<file path="src/rtl/mem_arbiter.sv">
// mem_arbiter: shares one single-ported RAM between the instruction-fetch port
// and the data port. Writes win over reads, data wins over fetch, and a
// streak counter lets a waiting fetch in after MAX_DSTREAK back-to-back data
// grants. A watchdog force-completes an access the RAM never acknowledges.
//
// Handshake: a requester raises iREN/dREN/dWEN and holds it, together with
// its address and write data, until the matching one-cycle hit pulse. The
// RAM side sees a strobe (ramREN/ramWEN) held for the whole access and
// answers with ram_ready in the cycle the access completes; ramload is
// sampled only in that cycle.
module mem_arbiter #(
  parameter int MAX_DSTREAK = 4,
  parameter int TIMEOUT     = 16
) (
  input  logic        CLK,
  input  logic        nRST,
  input  logic        iREN,
  input  logic [31:0] iaddr,
  input  logic        dREN,
  input  logic        dWEN,
  input  logic [31:0] daddr,
  input  logic [31:0] dstore,
  output logic        ihit,
  output logic [31:0] iload,
  output logic        dhit,
  output logic [31:0] dload,
  output logic        ramREN,
  output logic        ramWEN,
  output logic [31:0] ramaddr,
  output logic [31:0] ramstore,
  input  logic [31:0] ramload,
  input  logic        ram_ready,
  output logic        ram_err,
  output logic [1:0]  state_dbg
);

  localparam logic [31:0] BAD_WORD = 32'hBAD1BAD1;

  typedef enum logic [1:0] {
    IDLE = 2'd0,
    IACC = 2'd1,
    DRD  = 2'd2,
    DWR  = 2'd3
  } state_t;

  state_t      state;
  logic [3:0]  dstreak;
  logic [7:0]  wd_cnt;
  logic        err_q;

  logic        in_acc;
  logic        forced;
  logic        done;
  logic        streak_full;
  logic [3:0]  streak_next;
  logic [31:0] load_val;

  // Completion detection, watchdog expiry and the streak increment value.
  always_comb begin
    in_acc      = (state != IDLE);
    forced      = in_acc && !ram_ready && (wd_cnt == 8'(TIMEOUT - 1));
    done        = in_acc && (ram_ready || forced);
    load_val    = ram_ready ? ramload : BAD_WORD;
    streak_full = (dstreak == 4'(MAX_DSTREAK));
    streak_next = streak_full ? dstreak : dstreak + 4'd1;
  end

  // RAM strobes, hits and load data decoded from state plus live requester inputs.
  always_comb begin
    ramREN    = (state == IACC) || (state == DRD);
    ramWEN    = (state == DWR);
    ramaddr   = 32'd0;
    ramstore  = 32'd0;
    if (state == IACC) ramaddr = iaddr;
    if ((state == DRD) || (state == DWR)) ramaddr = daddr;
    if (state == DWR) ramstore = dstore;
    ihit      = (state == IACC) && done && iREN;
    dhit      = ((state == DRD) && done && dREN) || ((state == DWR) && done);
    iload     = ihit ? load_val : 32'd0;
    dload     = ((state == DRD) && dhit) ? load_val : 32'd0;
    ram_err   = err_q || forced;
    state_dbg = state;
  end

  // Grant selection in IDLE, access tracking, watchdog count and sticky error.
  always_ff @(posedge CLK or negedge nRST) begin
    if (!nRST) begin
      state   <= IDLE;
      dstreak <= 4'd0;
      wd_cnt  <= 8'd0;
      err_q   <= 1'b0;
    end else begin
      case (state)
        IDLE: begin
          wd_cnt <= 8'd0;
          if (dWEN) begin
            state   <= DWR;
            dstreak <= iREN ? streak_next : 4'd0;
          end else if (dREN && !(iREN && streak_full)) begin
            state   <= DRD;
            dstreak <= iREN ? streak_next : 4'd0;
          end else if (iREN) begin
            state   <= IACC;
            dstreak <= 4'd0;
          end
        end
        default: begin
          if (done) state <= IDLE;
          else      wd_cnt <= wd_cnt + 8'd1;
          if (forced) err_q <= 1'b1;
        end
      endcase
    end
  end

endmodule

</file>
<file path="config.mk">
export PLATFORM = sky130hd
export DESIGN_NAME = mem_arbiter
export DESIGN_NICKNAME = d
export VERILOG_FILES = /design/src/rtl/mem_arbiter.sv
export SDC_FILE = /design/constraint.sdc
export NUM_CORES = 1
export LEC_CHECK = 0
export CAP_MARGIN = 20
export CORE_AREA = 4 4 103 105
export CTS_CLUSTER_DIAMETER = 30
export DETAILED_ROUTE_END_ITERATION = 12
export DIE_AREA = 0 0 107 109
export GPL_ROUTABILITY_DRIVEN = 1
export PLACE_DENSITY = 0.81
export SYNTH_ARGS = -nofsm -noshare
export SYNTH_HDL_FRONTEND = slang
export SYNTH_SLANG_ARGS = --single-unit
</file>
<file path="constraint.sdc">
create_clock -name CLK -period 2.1 [get_ports CLK]
set_clock_uncertainty 0.05 [all_clocks]
set_input_delay 0.42 -clock CLK [delete_from_list [all_inputs] [get_ports CLK]]
set_output_delay 0.42 -clock CLK [all_outputs]
set_load 0.02 [all_outputs]
</file>
Word-level counts from Yosys, hierarchy flattened

Cells that the tools add are included.

Add/subtract/negate cells: 2
Multiply operators: 0
Div/mod/pow operators: 0
Order comparisons: 0
Equal/unequal tests: 7
Shifts and indexed selects: 0
Muxes and demuxes: 18
Bitwise operators: 1
Reductions and logical operators: 25

Operators with widths:

| cell                | count |
|---|---|
| $mux 32             | 6 |
| $mux 4              | 5 |
| $mux 8              | 2 |
| $logic_and 1x1->1   | 11 |
| $mux 2              | 5 |
| $add 8x1->8 const B | 1 |
| $eq 8x4->1 const B  | 1 |
| $reduce_and 2->1    | 3 |
| $logic_or 1x1->1    | 5 |
| $add 4x1->4 const B | 1 |
| $eq 2x2->1 const B  | 2 |
| $eq 4x3->1 const B  | 1 |
| $ne 4x4->1 const B  | 1 |
| $reduce_bool 2->1   | 2 |
| $reduce_bool 3->1   | 1 |
| $eq 2x1->1 const B  | 1 |
| $logic_not 1->1     | 2 |
| $logic_not 2->1     | 1 |
| $ne 2x1->1 const B  | 1 |
| $not 1->1           | 1 |

Bits in registers: 15
Bits in latches: 0
Memory bits (writable): 0
Memory bits (read-only): 0
Input port bits: 134
Logic and storage cells: 57
Memories: 0

Longest topological paths before layout

Gate-level depths: netlist (run 1).

Depth after elaboration: 10
Depth in mapped cells: 8
Gate-level depth less buffers: 6

Worst setup path before layout (run 1)

Ideal clock, no wire load.

Kind: reg-to-output
Start point: register state[0], in the netlist state_dbg[0]
End point: output port ramaddr[23]
Arrival: 2145 ps
Required time: 1630 ps
Path slack: -515 ps
Stages on the path, launching flop included: 7
Path buffers: 3
Cells stage by stage: dfrtp_1 ha_1 clkbuf_1 or2_2 clkbuf_1 clkbuf_1 o21ai_0

Longest elaborated chain between the ends: 3
Elaborated cells on any way between the ends: 6

RTL lines:

| item                     | line | text |
|---|---|---|
| start: declaration       | 46   | `state_t state;` |
| start signal: assignment | 88   | `state <= IDLE;` |
| start signal: assignment | 97   | `state <= DWR;` |
| start signal: assignment | 100  | `state <= DRD;` |
| $eq 2x2->1               | -    |  |
| via ramWEN               | 28   | `output logic ramWEN,` |
| $logic_or 1x1->1         | 75   | `if ((state == DRD) \|\| (state == DWR)) ramaddr = daddr;` |
| $mux 32                  | 75   |  |
| end: declaration         | 29   | `output logic [31:0] ramaddr,` |

The timed path passes the listed nets, and every way through them passes these cells.

Final worst setup path (run 1)

Start point: register state[0], in the netlist state_dbg[0]
End point: output port dload[27]

Longest elaborated chain between the ends: 10
Elaborated cells on any way between the ends: 13

RTL lines:

| item                            | line | text |
|---|---|---|
| $reduce_bool 2->1               | 60   | `in_acc = (state != IDLE);` |
| $logic_and 1x1->1 (2 in series) | 61   | `forced = in_acc && !ram_ready && (wd_cnt == 8'(TIMEOUT - 1));` |
| $logic_or 1x1->1                | 62   | `done = in_acc && (ram_ready \|\| forced);` |
| $logic_and 1x1->1               | 62   |  |
| $logic_and 1x1->1 (2 in series) | 78   | `dhit = ((state == DRD) && done && dREN) \|\| ((state == DWR) && done);` |
| $logic_or 1x1->1                | 78   |  |
| $logic_and 1x1->1 (*)           | 80   | `dload = ((state == DRD) && dhit) ? load_val : 32'd0;` |
| $mux 32 (*)                     | 80   |  |
| end: declaration                | 26   | `output logic [31:0] dload,` |

Mark *: on every way between the ends. The rest lies on a longest branch, timed or not.

==> impl_metrics.tcl, run 1 <==
set metrics [dict create \
    outcome "complete, but fails checks" \
    violations "negative setup slack" \
    postSynth.asyncResetShare 1.00 \
    rows 36 \
    core_area_um2 9640 \
    p_leak_nw 3.06 \
    end_kind "output pin" \
    hold_viol_final 0 \
    multi_input_area_um2 2590 \
    start_util 0.223 \
    layout_min_cycle_time_ns 2.34 \
    synthTopCellsByArea "dfrtp_1 17%, nand2_1 15%, and2_1 9.6%" \
    netlist_area_um2 2150 \
    dp.cells 759 \
    antenna_found_initial 0 \
    grt_first_pass_wirelength_um 19700 \
    drc_errors 0 \
    cp.arrival_ns 1.87 \
    root_buffer "clkbuf_8" \
    overflow 0 \
    clk_pin_slew_ns 0.06 \
    numPortBuffers 268 \
    max_slew_margin 0.811 \
    tightest_slew_ns 0.279 \
    antenna_cells 0 \
    clkLatencyLatePin_ns 0.24 \
    setup_ws_ns -0.242 \
    dieHeight_um 109 \
    power_density_nw_per_um2 1050 \
    ios 269 \
    netlist_instances 342 \
    fmax_ghz 0.427 \
    layoutNonFillerInstCount 801 \
    path_max_fanout 9 \
    hpwl_um 9940 \
    rr_worst_depth 7 \
    synth_seq_cells 15 \
    ys_types 39 \
    setup_viol 99 \
    clock_path_buffers 2 \
    grt_start_max_net_pins 33 \
    synth_top_area_share 0.175 \
    ys_warn_count 0 \
    cap_violations 0 \
    cts_sinks 15 \
    tns_ns -13.98 \
    first_global_vias 3850 \
    drv_slew 0 \
    gr-usage-all-layers 0.207 \
    crit_path_start_kind "register" \
    ys_seq_area_frac 0.175 \
    ir_drop_v 0.000559 \
    dieWidth_um 107 \
    dp_slack_ns -0.567 \
    drt_first_iter_violations 160 \
    synth.net_count 483 \
    holdPathStages 1 \
    synth_edf_count 0 \
    ant_nets 0 \
    cts_buffers 3 \
    cts_tree "yes" \
    synthFlopType "dfrtp_1" \
    rsz0062_at_grt "yes" \
    routed_via_density 4.87 \
    drive_above_1_share 0.485 \
    seqCellArea_um2 378 \
    nFillCells 690 \
    die-area_um2 11700 \
    dr.pass1.iters 4 \
    gp_congestion 0.807 \
    hp-class "reg2reg" \
    fin_crit_sh 1.12 \
    syn_avg_cell_area_um2 6.27 \
    cp.required_ns 1.63 \
    synth_top_area_cell "dfrtp_1" \
    htree_levels 1 \
    critical_path_class "reg2out" \
    wire_per_inst_um 18.3 \
    wl_um 14700 \
    syn2layout_area_growth_pct 221 \
    nets 810 \
    power_mw 7.24 \
    num_vias 3901 \
]
layer usage:
metal	global-route usage	wire, µm	vias up	share of wire
met5	0	0	-	0
met3	0.0385	1150	18	0.078
met2	0.418	8100	200	0.55
li1	-	-	1818	-
met1	0.227	5270	1865	0.36
met4	0.0301	174	0	0.012
layout make-up:
class / count / area share
Multi-Input combinational cell: 291 / 0.376
Inverter: 6 / 0.00400
Tap cell: 133 / 0.0242
Clock buffer: 4 / 0.00654
Timing Repair Buffer: 352 / 0.535
Sequential cell: 15 / 0.0549
final timing paths:
path | from | to | slack [ns]
worst max-delay path | state_dbg[0] | dload[27] | -0.24
worst min-delay path | err_q | err_q | 0.42
worst max register to register | wd_cnt[5] | wd_cnt[1] | 0.37
worst min register to register | err_q | err_q | 0.42
max in group asynchronous | nRST | state_dbg[1] | 1.37
min in group asynchronous | nRST | dstreak[3] | 0.43
cells in the final DEF, fill, tap and decap left out, types with 3 or more instances in the layout:
cell,count
buf_16,4
nand2_1,56
nand3_1,6
inv_1,3
nor2b_1,3
ha_4,4
clkbuf_8,3
nor2_1,8
nand2b_1,3
and3_4,15
nand2_2,9
buf_6,85
nand2_4,22
and2_1,33
a21oi_1,4
o211ai_1,3
and3_1,14
clkdlybuf4s15_1,10
dlygate4sd2_1,22
buf_8,4
dfrtp_1,13
clkdlybuf4s50_1,135
a21oi_2,15
o21ai_0,9
ha_1,3
clkbuf_16,3
buf_12,13
a21oi_4,21
o21ai_4,32
buf_4,61
buf_2,10
repair_timing:
item / 4_1_cts / 5_1_grt
buffers inserted: 18 / 15
hold buffers: 0 / 0
gates resized for setup: 636 / 111
pin swaps: 14 / 15
setup endpoints to repair: 133 / 107
gates cloned: 6 / 3
hold endpoints to repair: 0 / 0
worst max-delay path, stage by stage, from the launching register on:
cell       delay [ns]
dfrtp_2          0.45
inv_4            0.09
ha_4             0.15
buf_6            0.12
o211ai_1         0.12
bufbuf_16        0.31
buf_4            0.15
a21oi_4          0.11
buf_6            0.13
kinds of logic (layout without fill, tap and decap cells):
family / count (synthesis) / after routing / share of synthesized area
AO/OA/AOI/OAI: 95 / 95 / 0.255
XOR/XNOR: 3 / 3 / 0.0122
adder cells (fa/ha/maj): 7 / 7 / 0.0408
buffers and inverters: 37 / 362 / 0.0758
flip-flops: 15 / 15 / 0.175
multiplexers: 1 / 1 / 0.00466
AND/OR/NAND/NOR: 184 / 185 / 0.436
per-stage QoR:
| stage | cell area [µm²] | hold slack [ns] | util |
|---|---|---|---|
| floorplan | 2740 | 0.0744 | - |
| global placement | 5820 | 0.392 | 0.604 |
| detailed placement | 5820 | 0.397 | 0.604 |
| CTS | 6390 | 0.424 | 0.663 |
| global route | 6880 | 0.451 | 0.714 |
| finish | 6880 | 0.418 | 0.714 |
report_power, final:
group	leakage, nW	switching, mW	internal [mW]
Combinational	2.84	3.23	3.34
Clock	0.0228	0.0992	0.134
Sequential	0.197	0.0834	0.356
Total	3.06	3.41	3.83
cells in the mapped netlist (3+ instances only):
master    number
nand2_1       87
o21ai_0       41
a21oi_1       33
and2_1        33
and3_1        30
clkbuf_1      27
dfrtp_1       15
nor2_1         9
a21oi_2        7
ha_1           7
nand3_1        7
inv_1          6
buf_6          3
nand2b_1       3
nor2b_1        3
o211ai_1       3
registers in the layout, indices dropped and copies added (netlist names):
register and flops:
err_q 1, wd_cnt 8, dstreak 4, state_dbg 2
(Power assumes the default switching activity.)
==> run 2: changes to the inputs <==
--- a/config.mk
+++ b/config.mk
@@ -5,13 +5,14 @@
 export SDC_FILE = /design/constraint.sdc
 export NUM_CORES = 1
 export LEC_CHECK = 0
+export ABC_AREA = 1
 export CAP_MARGIN = 20
 export CORE_AREA = 4 4 103 105
 export CTS_CLUSTER_DIAMETER = 30
 export DETAILED_ROUTE_END_ITERATION = 12
 export DIE_AREA = 0 0 107 109
 export GPL_ROUTABILITY_DRIVEN = 1
-export PLACE_DENSITY = 0.81
+export PLACE_DENSITY = 0.82
 export SYNTH_ARGS = -nofsm -noshare
 export SYNTH_HDL_FRONTEND = slang
 export SYNTH_SLANG_ARGS = --single-unit
==> impl_metrics.tcl, run 2 <==
set metrics [dict create \
    clkLatencyLatePin_ns 0.25 \
    nets 883 \
    routed_via_density 4.76 \
    rsz0062_at_grt "yes" \
    grt_busiest_layer "met2" \
    dieHeight_um 109 \
    synth_top_cells_by_count "115 x nand2_1, 82 x nor2_1, 54 x inv_1, 43 x nand3_1, 43 x o21ai_0" \
    netlist_area_um2 2260 \
    gp_congestion 0.849 \
    setup_viol 98 \
    crit_path_start_kind "register" \
    overflow 0 \
    synth.most_common_cell "nand2_1" \
    netlist_instances 423 \
    outcome "complete, but fails checks" \
    synth_top_area_share 0.191 \
    clk_pin_slew_ns 0.06 \
    power_density_nw_per_um2 999 \
    p_leak_nw 3.24 \
    cap_violations 0 \
    met1_usage 0.223 \
    drv_slew 0 \
    cts_tree "yes" \
    fin_area_um2 6640 \
    critical_path_class "reg2out" \
    crit_buf_inv 2 \
    cp.required_ns 1.63 \
    worst_path_max_delay_cell "dfrtp_1" \
    max_slew_margin 0.738 \
    grt_first_pass_wirelength_um 20400 \
    drive_above_1_share 0.497 \
    end_kind "output pin" \
    internal-power_mw 3.35 \
    dieWidth_um 107 \
    use_met3 0.0503 \
    grt_start_max_net_pins 29 \
    cts_sinks 15 \
    drc_errors 0 \
    path_max_fanout 16 \
    critical-path-max-stage-delay_ns 0.35 \
    clock_path_buffers 2 \
    final_common_cell "clkdlybuf4s50_1" \
    hold_viol_final 0 \
    root_buffer "clkbuf_8" \
    ios 269 \
    placed_area_um2 5440 \
    rows 36 \
    cts_buffers 3 \
    syn_avg_cell_area_um2 5.34 \
    antenna_found_initial 0 \
    switching_power_mw 3.28 \
    p_clk_frac 0.035 \
    swShare 0.495 \
    crit_family "simple AND/OR/NAND/NOR gates" \
    antenna_cells 0 \
    synth_seq_cells 15 \
    largest_reg_flops 8 \
    tns_ns -18.31 \
    final_cell_mix "134 x clkdlybuf4s50_1, 108 x buf_6, 83 x nand2_1, 59 x buf_4, 51 x inv_1" \
    synth_edf_count 0 \
    wire_per_inst_um 17.7 \
    layout_min_cycle_time_ns 2.37 \
    cpMostUsedCell "nand3_4" \
    violations "negative setup slack" \
    top_register "wd_cnt" \
    dr.pass1.iters 4 \
    seqPwrFrac 0.067 \
    hp-class "in2async" \
    ys_types 23 \
    postSynth.asyncResetShare 1.00 \
    die-area_um2 11700 \
    wl_um 15400 \
    htree_levels 1 \
    fmax_ghz 0.421 \
    synthTopCellsByArea "nand2_1 19%, dfrtp_1 17%, nor2_1 14%" \
    numPortBuffers 268 \
    ant_nets 0 \
    num_vias 4159 \
    start_util 0.234 \
    setup_ws_ns -0.275 \
    fin_crit_sh 1.13 \
    tightest_slew_ns 0.392 \
    gr-usage-all-layers 0.220 \
    ys_seq_area_frac 0.166 \
    cp.arrival_ns 1.90 \
    synth_top_area_cell "nand2_1" \
    ys_warn_count 0 \
    core_area_um2 9640 \
    drt_first_iter_violations 202 \
    path_cells "ha_2 -> nand2_4 -> nor2_8 -> nand3_4 -> a21oi_4 -> nand3_4 -> buf_16 -> nor2_2 -> buf_4" \
    synth.net_count 564 \
    first_global_vias 4040 \
    ir_drop_v 0.000731 \
    p_comb_frac 0.899 \
    hpwl_um 10900 \
    met2_usage 0.426 \
    syn2layout_area_growth_pct 194 \
    synthFlopType "dfrtp_1" \
    holdBufCountCts 0 \
]
-- run 2: changes by cell type in the layout (fill, tap and decap cells not counted), sizes merged, moves of 20 or more --
cell,previous run,this run
nor2,9,95
inv,6,55
nand3,7,46
a21oi,40,3
and2,33,0
and3,30,0
nand2,87,116
buf,177,197
dlygate4sd2,22,2
-- run 2: area by class of cell --
cell class	instances	area, µm²
Multi-Input combinational cell	322	2270
Inverter	55	206
Timing Repair Buffer	345	3570
Fill cell	722	3000
Sequential cell	15	378
Clock buffer	4	45.0
Tap cell	133	166
-- run 2: metal layers --
layer  share of wire  wire, µm  vias up
met4           0.039       601        0
met5               0         0        -
met3           0.074      1150       37
met2            0.54      8360      244
li1                -         -     1950
met1            0.35      5340     1928
-- run 2: timing repair --
action / CTS / global route
endpoints found under the hold margin: 0 / 0
setup buffers: 15 / 15
setup endpoints to repair: 127 / 102
gates resized for setup: 717 / 183
pin swaps: 9 / 20
gates cloned: 5 / 5
-- run 2: cell families after synthesis --
logic type / after synthesis / synth area share
fa+ha+maj: 7 / 0.0388
flops: 15 / 0.166
compound gates: 48 / 0.114
xor+xnor: 2 / 0.00776
simple gates: 265 / 0.510
buf+inv: 86 / 0.164
-- run 2: final timing paths --
check / start / to / slack, ns / depth (start not counted)
max: wd_cnt[0] / dload[3] / -0.27 / 9
min: nRST / dstreak[3] / 0.40 / 1
max reg2reg: wd_cnt[0] / state_dbg[0] / 0.36 / 12
min reg2reg: err_q / err_q / 0.43 / 2
max in group asynchronous: nRST / wd_cnt[2] / 1.15 / 2
min in group CLK: err_q / err_q / 0.43 / 2
-- run 2: metrics by stage --
step	total power, mW	hold slack (ns)	setup WS [ns]	cells	util
after global routing	7.01	0.430	-0.382	874	0.689
after global placement	4.55	0.385	-0.624	833	0.564
after floorplan	2.43	0.0744	-0.00567	423	-
after CTS	5.77	0.410	-0.258	857	0.602
final	6.63	0.399	-0.275	874	0.689
after detailed placement	4.62	0.403	-0.660	833	0.564
-- run 2: power groups by stage --
stage	Sequential (mW)	Clock (mW)	Combinational, mW
after floorplan	0.455	0	1.98
after CTS	0.440	0.235	5.09
after global routing	0.453	0.252	6.30
after detailed placement	0.436	0	4.18
final	0.441	0.232	5.96
after global placement	0.427	0	4.13
==> run 3: changes to the inputs <==
--- a/config.mk
+++ b/config.mk
@@ -5,14 +5,14 @@
 export SDC_FILE = /design/constraint.sdc
 export NUM_CORES = 1
 export LEC_CHECK = 0
-export ABC_AREA = 1
 export CAP_MARGIN = 20
 export CORE_AREA = 4 4 103 105
 export CTS_CLUSTER_DIAMETER = 30
 export DETAILED_ROUTE_END_ITERATION = 12
 export DIE_AREA = 0 0 107 109
 export GPL_ROUTABILITY_DRIVEN = 1
-export PLACE_DENSITY = 0.82
+export PLACE_DENSITY = 0.81
+export SETUP_SLACK_MARGIN = 0.4
 export SYNTH_ARGS = -nofsm -noshare
 export SYNTH_HDL_FRONTEND = slang
 export SYNTH_SLANG_ARGS = --single-unit
==> impl_metrics.tcl, run 3 (synthesized netlist as in run 1, its figures left out) <==
set metrics [dict create \
    rsz0062_at_grt "yes" \
    max_slew_margin 0.727 \
    hpwl_um 10200 \
    setup_viol 123 \
    largest_reg_flops 8 \
    layoutNonFillerInstCount 811 \
    numPortBuffers 268 \
    holdBufCountCts 0 \
    grt_start_max_net_pins 39 \
    num_vias 3950 \
    ios 269 \
    violations "negative setup slack" \
    wl_met3_um 888 \
    clk_pin_slew_ns 0.06 \
    cp.required_ns 1.63 \
    drive_above_1_share 0.606 \
    dp.cells 753 \
    root_buffer "clkbuf_8" \
    start_util 0.223 \
    nets 820 \
    first_global_vias 4103 \
    drv_slew 0 \
    ir_drop_v 0.000839 \
    crit_path_start_kind "register" \
    antenna_found_initial 0 \
    path_max_fanout 17 \
    p_leak_nw 3.19 \
    cts_tree "yes" \
    htree_levels 1 \
    dr.pass1.iters 4 \
    syn2layout_area_growth_pct 249 \
    top_register "wd_cnt" \
    dieWidth_um 107 \
    wl_um 15700 \
    hp-class "reg2reg" \
    reg2reg_slack_ns 0.29 \
    cts_sinks 15 \
    top_layer_used "met4" \
    core_area_um2 9640 \
    clkLatencyLatePin_ns 0.25 \
    final_cell_mix "155 x buf_6, 130 x clkdlybuf4s50_1, 64 x nand2_1, 39 x buf_4, 32 x and2_4" \
    critical_path_class "reg2out" \
    drt_first_iter_violations 162 \
    ant_nets 0 \
    power_density_nw_per_um2 1070 \
    drc_errors 0 \
    clock_path_buffers 2 \
    outcome "complete, but fails checks" \
    dieHeight_um 109 \
    cap_violations 0 \
    gp_congestion 0.785 \
    gr-usage-all-layers 0.236 \
    tightest_slew_ns 0.408 \
    layout_min_cycle_time_ns 2.37 \
    end_kind "output pin" \
    setup_ws_ns -0.271 \
    rows 36 \
    final_common_cell "buf_6" \
    fin_crit_sh 1.13 \
    hold_viol_final 0 \
    wire_per_inst_um 19.4 \
    cts_buffers 3 \
    die-area_um2 11700 \
    drt-met1-wl_um 5850 \
    dp_slack_ns -0.575 \
    fmax_ghz 0.422 \
    overflow 0 \
    cp.arrival_ns 1.90 \
    wl_met2_um 8550 \
    routed_via_density 4.87 \
    antenna_cells 0 \
    grt_first_pass_wirelength_um 22100 \
]
## run 3: cell count changes in the layout (fill, tap and decap cells not counted), moves of 22 or more
cell | before | now
a21oi_4 | 2 | 25
and2_4 | 0 | 32
nor2_4 | 34 | 2
inv_1 | 51 | 3
buf_6 | 108 | 155
o21ai_4 | 0 | 30
nand2_2 | 32 | 10
nor2_2 | 32 | 0
and3_4 | 0 | 29
## run 3: final timing paths
path | start | end | cells after the start
max in group asynchronous | nRST | state_dbg[1] | 2
hold / removal | err_q | err_q | 1
hold reg to reg | err_q | err_q | 1
setup / recovery | wd_cnt[5] | iload[28] | 6
min in group asynchronous | nRST | err_q | 2
setup reg to reg | state_dbg[0] | dstreak[1] | 8
## run 3: cell type report
class / count / area (µm²)
clock buffers: 3 / 41.3
clock inverters: 1 / 5.00
fillers: 594 / 2150
inverters: 6 / 32.5
multi-input cells: 291 / 2740
flip-flops and latches: 15 / 378
well taps: 133 / 166
repair buffers: 362 / 4130
## run 3: per-stage QoR
stage | utilization | cell area [µm²] | total power [mW] | setup TNS [ns] | hold slack [ns]
5_1_grt | 0.777 | 7490 | 8.38 | -24.92 | 0.439
6_report | 0.777 | 7490 | 8.03 | -18.17 | 0.415
3_5_place_dp | 0.633 | 6100 | 5.20 | -44.58 | 0.402
3_3_place_gp | 0.633 | 6100 | 5.11 | -41.23 | 0.397
4_1_cts | 0.727 | 7000 | 7.25 | -20.04 | 0.422
2_1_floorplan | - | 3110 | 3.37 | -2.82 | 0.0744
## run 3: routing by layer
metal	vias up	track usage
met5	-	0
met3	38	0.0391
met4	0	0.0539
met1	1895	0.265
met2	168	0.463
li1	1849	-
## run 3: timing repair
action	CTS	global route
resized for setup	756	194
setup buffers	29	10
pin swaps	19	8
gates cloned	11	4
setup endpoints to repair	141	143
## run 3: critical path, stage by stage (launching register included)
cell and delay [ns]:
dfrtp_1 0.42, nor4_4 0.36, nand4_2 0.17, nand2b_4 0.19
buf_12 0.19, a21oi_4 0.17, buf_6 0.14
## run 3: power by group
group	internal, mW	total [mW]	switching [mW]
sequential	0.356	0.439	0.0826
clock	0.131	0.237	0.105
combinational	3.93	7.35	3.42
total	4.42	8.03	3.60
